## src/rtl/seq_cla_sub.sv

```systemverilog
// Sequential subtractor: computes a - b - bin one SLICE-bit carry-look-ahead
// slice per clock, LSB first, and publishes diff/bout/ovf with a done pulse.
module seq_cla_sub #(
  parameter int unsigned WIDTH = 16,
  parameter int unsigned SLICE = 4
) (
  input  logic             clk,
  input  logic             rst,
  input  logic             start,
  input  logic [WIDTH-1:0] a,
  input  logic [WIDTH-1:0] b,
  input  logic             bin,
  output logic [WIDTH-1:0] diff,
  output logic             bout,
  output logic             ovf,
  output logic             busy,
  output logic             done
);

  localparam int unsigned N  = WIDTH / SLICE;
  localparam int unsigned KW = (N > 1) ? $clog2(N) : 1;

  typedef enum logic [1:0] {
    IDLE = 2'd0,
    CALC = 2'd1,
    DONE = 2'd2
  } state_e;

  state_e           state_q, state_d;
  logic [KW-1:0]    k_q, k_d;
  logic             carry_q, carry_d;
  logic [WIDTH-1:0] a_q, a_d;         // minuend, shifted right one slice per cycle
  logic [WIDTH-1:0] b_q, b_d;         // subtrahend, shifted right one slice per cycle
  logic             sa_q, sa_d;       // latched sign of a, needed for overflow
  logic             sb_q, sb_d;       // latched sign of b, needed for overflow
  logic [WIDTH-1:0] acc_q, acc_d;     // partial difference, filled from the top
  logic [WIDTH-1:0] diff_q, diff_d;
  logic             bout_q, bout_d;
  logic             ovf_q, ovf_d;
  logic             busy_q, busy_d;
  logic             done_q, done_d;

  logic [SLICE-1:0] sl_g;
  logic [SLICE-1:0] sl_p;
  logic [SLICE:0]   sl_c;
  logic [SLICE-1:0] sl_sum;

  // Carry-look-ahead slice on a + ~b + carry: every carry is a flat sum of
  // generate/propagate products rather than a ripple chain.
  always_comb begin
    logic cy;
    logic run;
    sl_g    = a_q[SLICE-1:0] & ~b_q[SLICE-1:0];
    sl_p    = a_q[SLICE-1:0] ^ ~b_q[SLICE-1:0];
    sl_c    = '0;
    sl_c[0] = carry_q;
    for (int i = 0; i < int'(SLICE); i++) begin
      cy  = sl_g[i];
      run = sl_p[i];
      for (int j = i - 1; j >= 0; j--) begin
        cy  = cy | (run & sl_g[j]);
        run = run & sl_p[j];
      end
      cy          = cy | (run & carry_q);
      sl_c[i + 1] = cy;
    end
    sl_sum = sl_p ^ sl_c[SLICE-1:0];
  end

  // Next-state and datapath update.
  always_comb begin
    state_d = state_q;
    k_d     = k_q;
    carry_d = carry_q;
    a_d     = a_q;
    b_d     = b_q;
    sa_d    = sa_q;
    sb_d    = sb_q;
    acc_d   = acc_q;
    diff_d  = diff_q;
    bout_d  = bout_q;
    ovf_d   = ovf_q;
    busy_d  = 1'b0;
    done_d  = 1'b0;

    case (state_q)
      IDLE, DONE: begin
        if (start) begin
          state_d = CALC;
          a_d     = a;
          b_d     = b;
          sa_d    = a[WIDTH-1];
          sb_d    = b[WIDTH-1];
          carry_d = ~bin;
          k_d     = '0;
          acc_d   = '0;
        end else begin
          state_d = IDLE;
        end
      end
      CALC: begin
        carry_d = sl_c[SLICE];
        a_d     = a_q >> SLICE;
        b_d     = b_q >> SLICE;
        acc_d   = (acc_q >> SLICE) | (WIDTH'(sl_sum) << (WIDTH - SLICE));
        k_d     = k_q + KW'(1);
        if (k_q == KW'(N - 1)) begin
          state_d = DONE;
          diff_d  = acc_d;
          bout_d  = ~sl_c[SLICE];
          ovf_d   = (sa_q != sb_q) && (acc_d[WIDTH-1] != sa_q);
        end
      end
      default: state_d = IDLE;
    endcase

    busy_d = (state_d == CALC);
    done_d = (state_d == DONE);
  end

  // State and data registers with synchronous reset.
  always_ff @(posedge clk) begin
    if (rst) begin
      state_q <= IDLE;
      k_q     <= '0;
      carry_q <= 1'b0;
      a_q     <= '0;
      b_q     <= '0;
      sa_q    <= 1'b0;
      sb_q    <= 1'b0;
      acc_q   <= '0;
      diff_q  <= '0;
      bout_q  <= 1'b0;
      ovf_q   <= 1'b0;
      busy_q  <= 1'b0;
      done_q  <= 1'b0;
    end else begin
      state_q <= state_d;
      k_q     <= k_d;
      carry_q <= carry_d;
      a_q     <= a_d;
      b_q     <= b_d;
      sa_q    <= sa_d;
      sb_q    <= sb_d;
      acc_q   <= acc_d;
      diff_q  <= diff_d;
      bout_q  <= bout_d;
      ovf_q   <= ovf_d;
      busy_q  <= busy_d;
      done_q  <= done_d;
    end
  end

  assign diff = diff_q;
  assign bout = bout_q;
  assign ovf  = ovf_q;
  assign busy = busy_q;
  assign done = done_q;

endmodule

```

## config.mk

```make
export PLATFORM = sky130hd
export DESIGN_NAME = seq_cla_sub
export DESIGN_NICKNAME = d
export VERILOG_FILES = /design/src/rtl/seq_cla_sub.sv
export SDC_FILE = /design/constraint.sdc
export NUM_CORES = 1
export LEC_CHECK = 0
export CORE_UTILIZATION = 55
export CTS_CLUSTER_SIZE = 16
export DETAILED_ROUTE_END_ITERATION = 6
export PLACE_DENSITY = 0.84
export RECOVER_POWER = 50
export SYNTH_ARGS = -nofsm -noshare
export SYNTH_HDL_FRONTEND = slang
export SYNTH_SLANG_ARGS = --single-unit
```

## constraint.sdc

```tcl
create_clock -name clk -period 3.6 [get_ports clk]
set_input_delay 0.36 -clock clk [delete_from_list [all_inputs] [get_ports clk]]
set_output_delay 0.36 -clock clk [all_outputs]
set_load 0.02 [all_outputs]
```

==> impl.org <==
** Finish
- Area growth from synthesis to layout :: 26.5%
- Registers take roughly 1400 um2.
- Summing all multi-input logic gate instances after layout gives 1260 um2.
- Total inserted antenna cells :: 0
- Number of nets in the layout :: 430
- Cells with a size suffix above 1 make up 5.85% of the layout.
- After filler insertion, the fill cell instance count of the layout stands at 412.

** Timing
- Final hold analysis gives a worst-case slack of approximately 450 ps.
- Time the final worst path needs with I/O delays and setup :: 2550 ps
- Pins over their slew limit :: 53
- For the pin with the worst max-slew slack, the measured transition is 2110 ps.
- Setup violations remaining at the end of the flow were counted as 0.
- Relative slew slack :: -40.6%
- Adding up every negative setup slack in the final design gives 0 ps.
- Endpoints failing hold :: 0
- Clock skew after layout :: ~5.3 ps
- Based on the critical path, the design can be clocked at up to 0.392 GHz.
- Unrepaired setup endpoints after global routing :: false
- The final critical path takes up 70.9% of the cycle.

** Run status
- Failing checks :: max-capacitance violations, max-slew violations
- The run finished, with violations left.

** Synth
- After synthesis the cells add up to 2820 um2.
- Sequential cell area fraction in the yosys report :: 50.5%
- Synth cell types :: 28
- Synthesized instance count :: 346
- Yosys printed 0 warnings.
- Primary flip-flop cell chosen by synthesis mapping :: sky130_fd_sc_hd__dfxtp_1
- Synthesis produced a netlist with a net count of approximately 390.
- Averaged over all synthesized cells, the footprint is 8.14 um2.
- Number of synthesized flops with an enable pin :: 0
- Counting flops and latches in the post-synthesis netlist gives 71.
- In the synthesized netlist the async set-or-reset flop fraction comes to 0%.

** Global route
- Global routing used 24.8% of the available tracks across all layers.
- Entering global routing, the biggest net connects 72 pins.
- Overflow left after global routing :: 0
- Top Usage Layer GRT :: met2
- The first global-routing pass estimated 10200 um of wire.
- The number of antenna violations at the first check in global routing was 0.
- Via count of the first global-routing pass :: around 2300
- Fraction of met1 tracks used by global routing :: 30.8%
- For met3 alone, demand over resource in global routing was 6.17%.
- Met2 global-route usage :: 41.7%

** Setup path
- For the worst setup path, the data arrival time is 2800 ps.
- STA classifies the critical path startpoint as a register.
- Traced cell by cell, the critical path runs through nand2b_1, clkbuf_1, nor2_1, a311oi_1.
- Worst endpoint required time :: 3840 ps
- Number of cells traversed by the worst register-to-register path :: 4
- Slowest cell on the critical path :: sky130_fd_sc_hd__clkbuf_1
- Delay of the slowest critical-path stage :: 1500 ps
- Worst Setup Path Type :: reg -> reg
- Critical Path Sink Type :: register
- Of all nets on the critical path, the largest fanout is 52.

** CTS
- Post-CTS clock slew at the launch and capture registers of the worst setup and hold paths :: 70 ps
- TritonCTS built the clock tree.
- The number of setup buffers added after CTS is 0.
- The clock tree synthesis step divided the H-tree into 3 levels.
- CTS Hold Bufs :: 0
- Clk root buf :: sky130_fd_sc_hd__clkbuf_8
- Number of buffers created by CTS :: 9
- For the worst-skew pair, the clock arrives at the later sink with an insertion delay of roughly 340 ps.
- The longest clock path from root to sink contains 2 buffers.
- Number of gates resized after CTS :: 0
- Sinks on the clock net :: 71

** Die
- Once the floorplan was initialized, standard cells occupied 58.5% of the core.
- Site row count :: 25
- Pin placement for this block handled 56 I/O pins.
- In this run the vertical extent of the chip is approximately 74 um.
- Width of the chip :: 73.6 um
- The die covers 5410 um2.
- Placeable core region :: 4820 um2

** Drt
- In the final routed layout, each cell accounts on average for around 13 um.
- After detailed routing, the number of vias per cell comes to about 5.5.
- For this run, design rule violations remaining after detail routing come to 0.
- First-pass iteration count of the detailed router :: 4
- In this run the remaining antenna-violating nets after routing total 0.
- Violation count after the first detailed-route iteration :: 182
- Summing over every cut layer, the via total after detailed routing is 2523.
- After detailed routing, the total wire length is between 6000 and 7000 um.

** Power
- In this run the static leakage power is 1.38 nW.
- IR drop worst, VDD :: 0.000333 V
- Power density over cell area :: 484 nW/um2

** Place
- Buffers placed on the I/O ports in this run total 55.
- Routability-driven placement finished with a final weighted congestion of 0.819.
- DPL Wire Length :: 3970 um

** Min path
- HP Class :: reg -> reg
- Counting instances, the worst hold path has a depth of 2.

** Job
- Max-Cap Viols :: 1
[per-stage QoR]
| stage | area [um2] | utilization, % | power [mW] | cells | worst slack, ps |
|---|---|---|---|---|---|
| 5_1_grt | 3560 | 74.0 | 1.80 | 460 | 873 |
| 6_report | 3560 | 74.0 | 1.73 | 460 | 1050 |
| 3_3_place_gp | 3370 | 70.0 | 1.10 | 444 | 1270 |
| 2_1_floorplan | 2820 | - | 1.03 | 346 | 1670 |
| 3_5_place_dp | 3370 | 70.0 | 1.11 | 444 | 1230 |
| 4_1_cts | 3570 | 74.1 | 1.73 | 460 | 1540 |
[cell type report]
| type | count | share of cell area [%] |
|---|---|---|
| Sequential cell | 71 | 39.9 |
| Multi-Input combinational cell | 238 | 35.3 |
| Timing Repair Buffer | 59 | 15.9 |
| Clock buffer | 11 | 3.97 |
| Tap cell | 67 | 2.35 |
| Clock inverter | 5 | 1.62 |
| Inverter | 9 | 0.948 |
[synth_stat cells, types with 2 or more instances]
master	count	area share, %
sky130_fd_sc_hd__a21oi_1	26	4.6
sky130_fd_sc_hd__nand4_1	4	0.89
sky130_fd_sc_hd__dfxtp_1	71	50
sky130_fd_sc_hd__a311oi_1	24	7.5
sky130_fd_sc_hd__a211o_1	2	0.62
sky130_fd_sc_hd__nand2b_1	2	0.44
sky130_fd_sc_hd__a22oi_1	16	4.3
sky130_fd_sc_hd__buf_1	2	0.27
sky130_fd_sc_hd__ha_1	5	2.2
sky130_fd_sc_hd__clkbuf_1	25	3.3
sky130_fd_sc_hd__nand2_1	87	12
sky130_fd_sc_hd__nor2b_1	3	0.67
sky130_fd_sc_hd__nor2_1	56	7.5
sky130_fd_sc_hd__inv_1	9	1.2
[path summary, 6_finish.rpt]
| check | slack [ps] | endpoint | startpoint |
|---|---|---|---|
| setup reg to reg | 1050 | a_q[11]$_SDFFE_PP0P_ | state_q[1]$_SDFF_PP0_ |
| hold / removal | 450 | diff[9]$_SDFFE_PP0P_ | diff[9]$_SDFFE_PP0P_ |
| hold reg to reg | 450 | diff[9]$_SDFFE_PP0P_ | diff[9]$_SDFFE_PP0P_ |
| setup / recovery | 1050 | a_q[11]$_SDFFE_PP0P_ | state_q[1]$_SDFF_PP0_ |
[per-layer routing]
layer	wire length (um)	share of wire, %	vias up
met4	78	1.3	0
met3	293	4.9	7
met1	2750	46	1179
met5	0	0	-
li1	-	-	1262
met2	2900	48	75
[critical path: cells and delay by family (launching register included)]
kind / cells / cell delay, ps
and+or+nand+nor: 2 / 290
buffers and inverters: 1 / 1500
DFF: 1 / 320
AOI/OAI and AO/OA: 1 / 320
[cell families after synthesis]
kind of cell	synth area share (%)
flops	50.5
compound gates	19.5
fa+ha+maj	2.93
xor+xnor	0.311
simple gates	21.8
buf+inv	4.98
[sequential cells by signal, summed over array words and instances, names as in the netlist, 2 cells and up]
signal	flops
b_q	16
a_q	16
state_q	2
diff	16
acc_q	12
k_q	2
[cells in the final DEF, fill, tap and decap left out, drive strengths merged, types with 4 or more instances in the layout]
cell type | netlist | routed
nand2 | 87 | 87
ha | 5 | 5
clkbuf | 25 | 13
a311oi | 25 | 25
nor2 | 56 | 56
a22oi | 16 | 16
dfxtp | 71 | 71
clkdlybuf4s50 | 0 | 34
inv | 9 | 9
a21oi | 26 | 26
nand4 | 4 | 4
dlygate4sd3 | 0 | 20
[power by group]
part | leakage (nW) | switching (mW) | internal (mW)
Combinational | 0.704 | 0.133 | 0.107
Sequential | 0.580 | 0.0274 | 0.829
Clock | 0.0916 | 0.291 | 0.338
No activity file was read; power rests on OpenSTA's default activity.
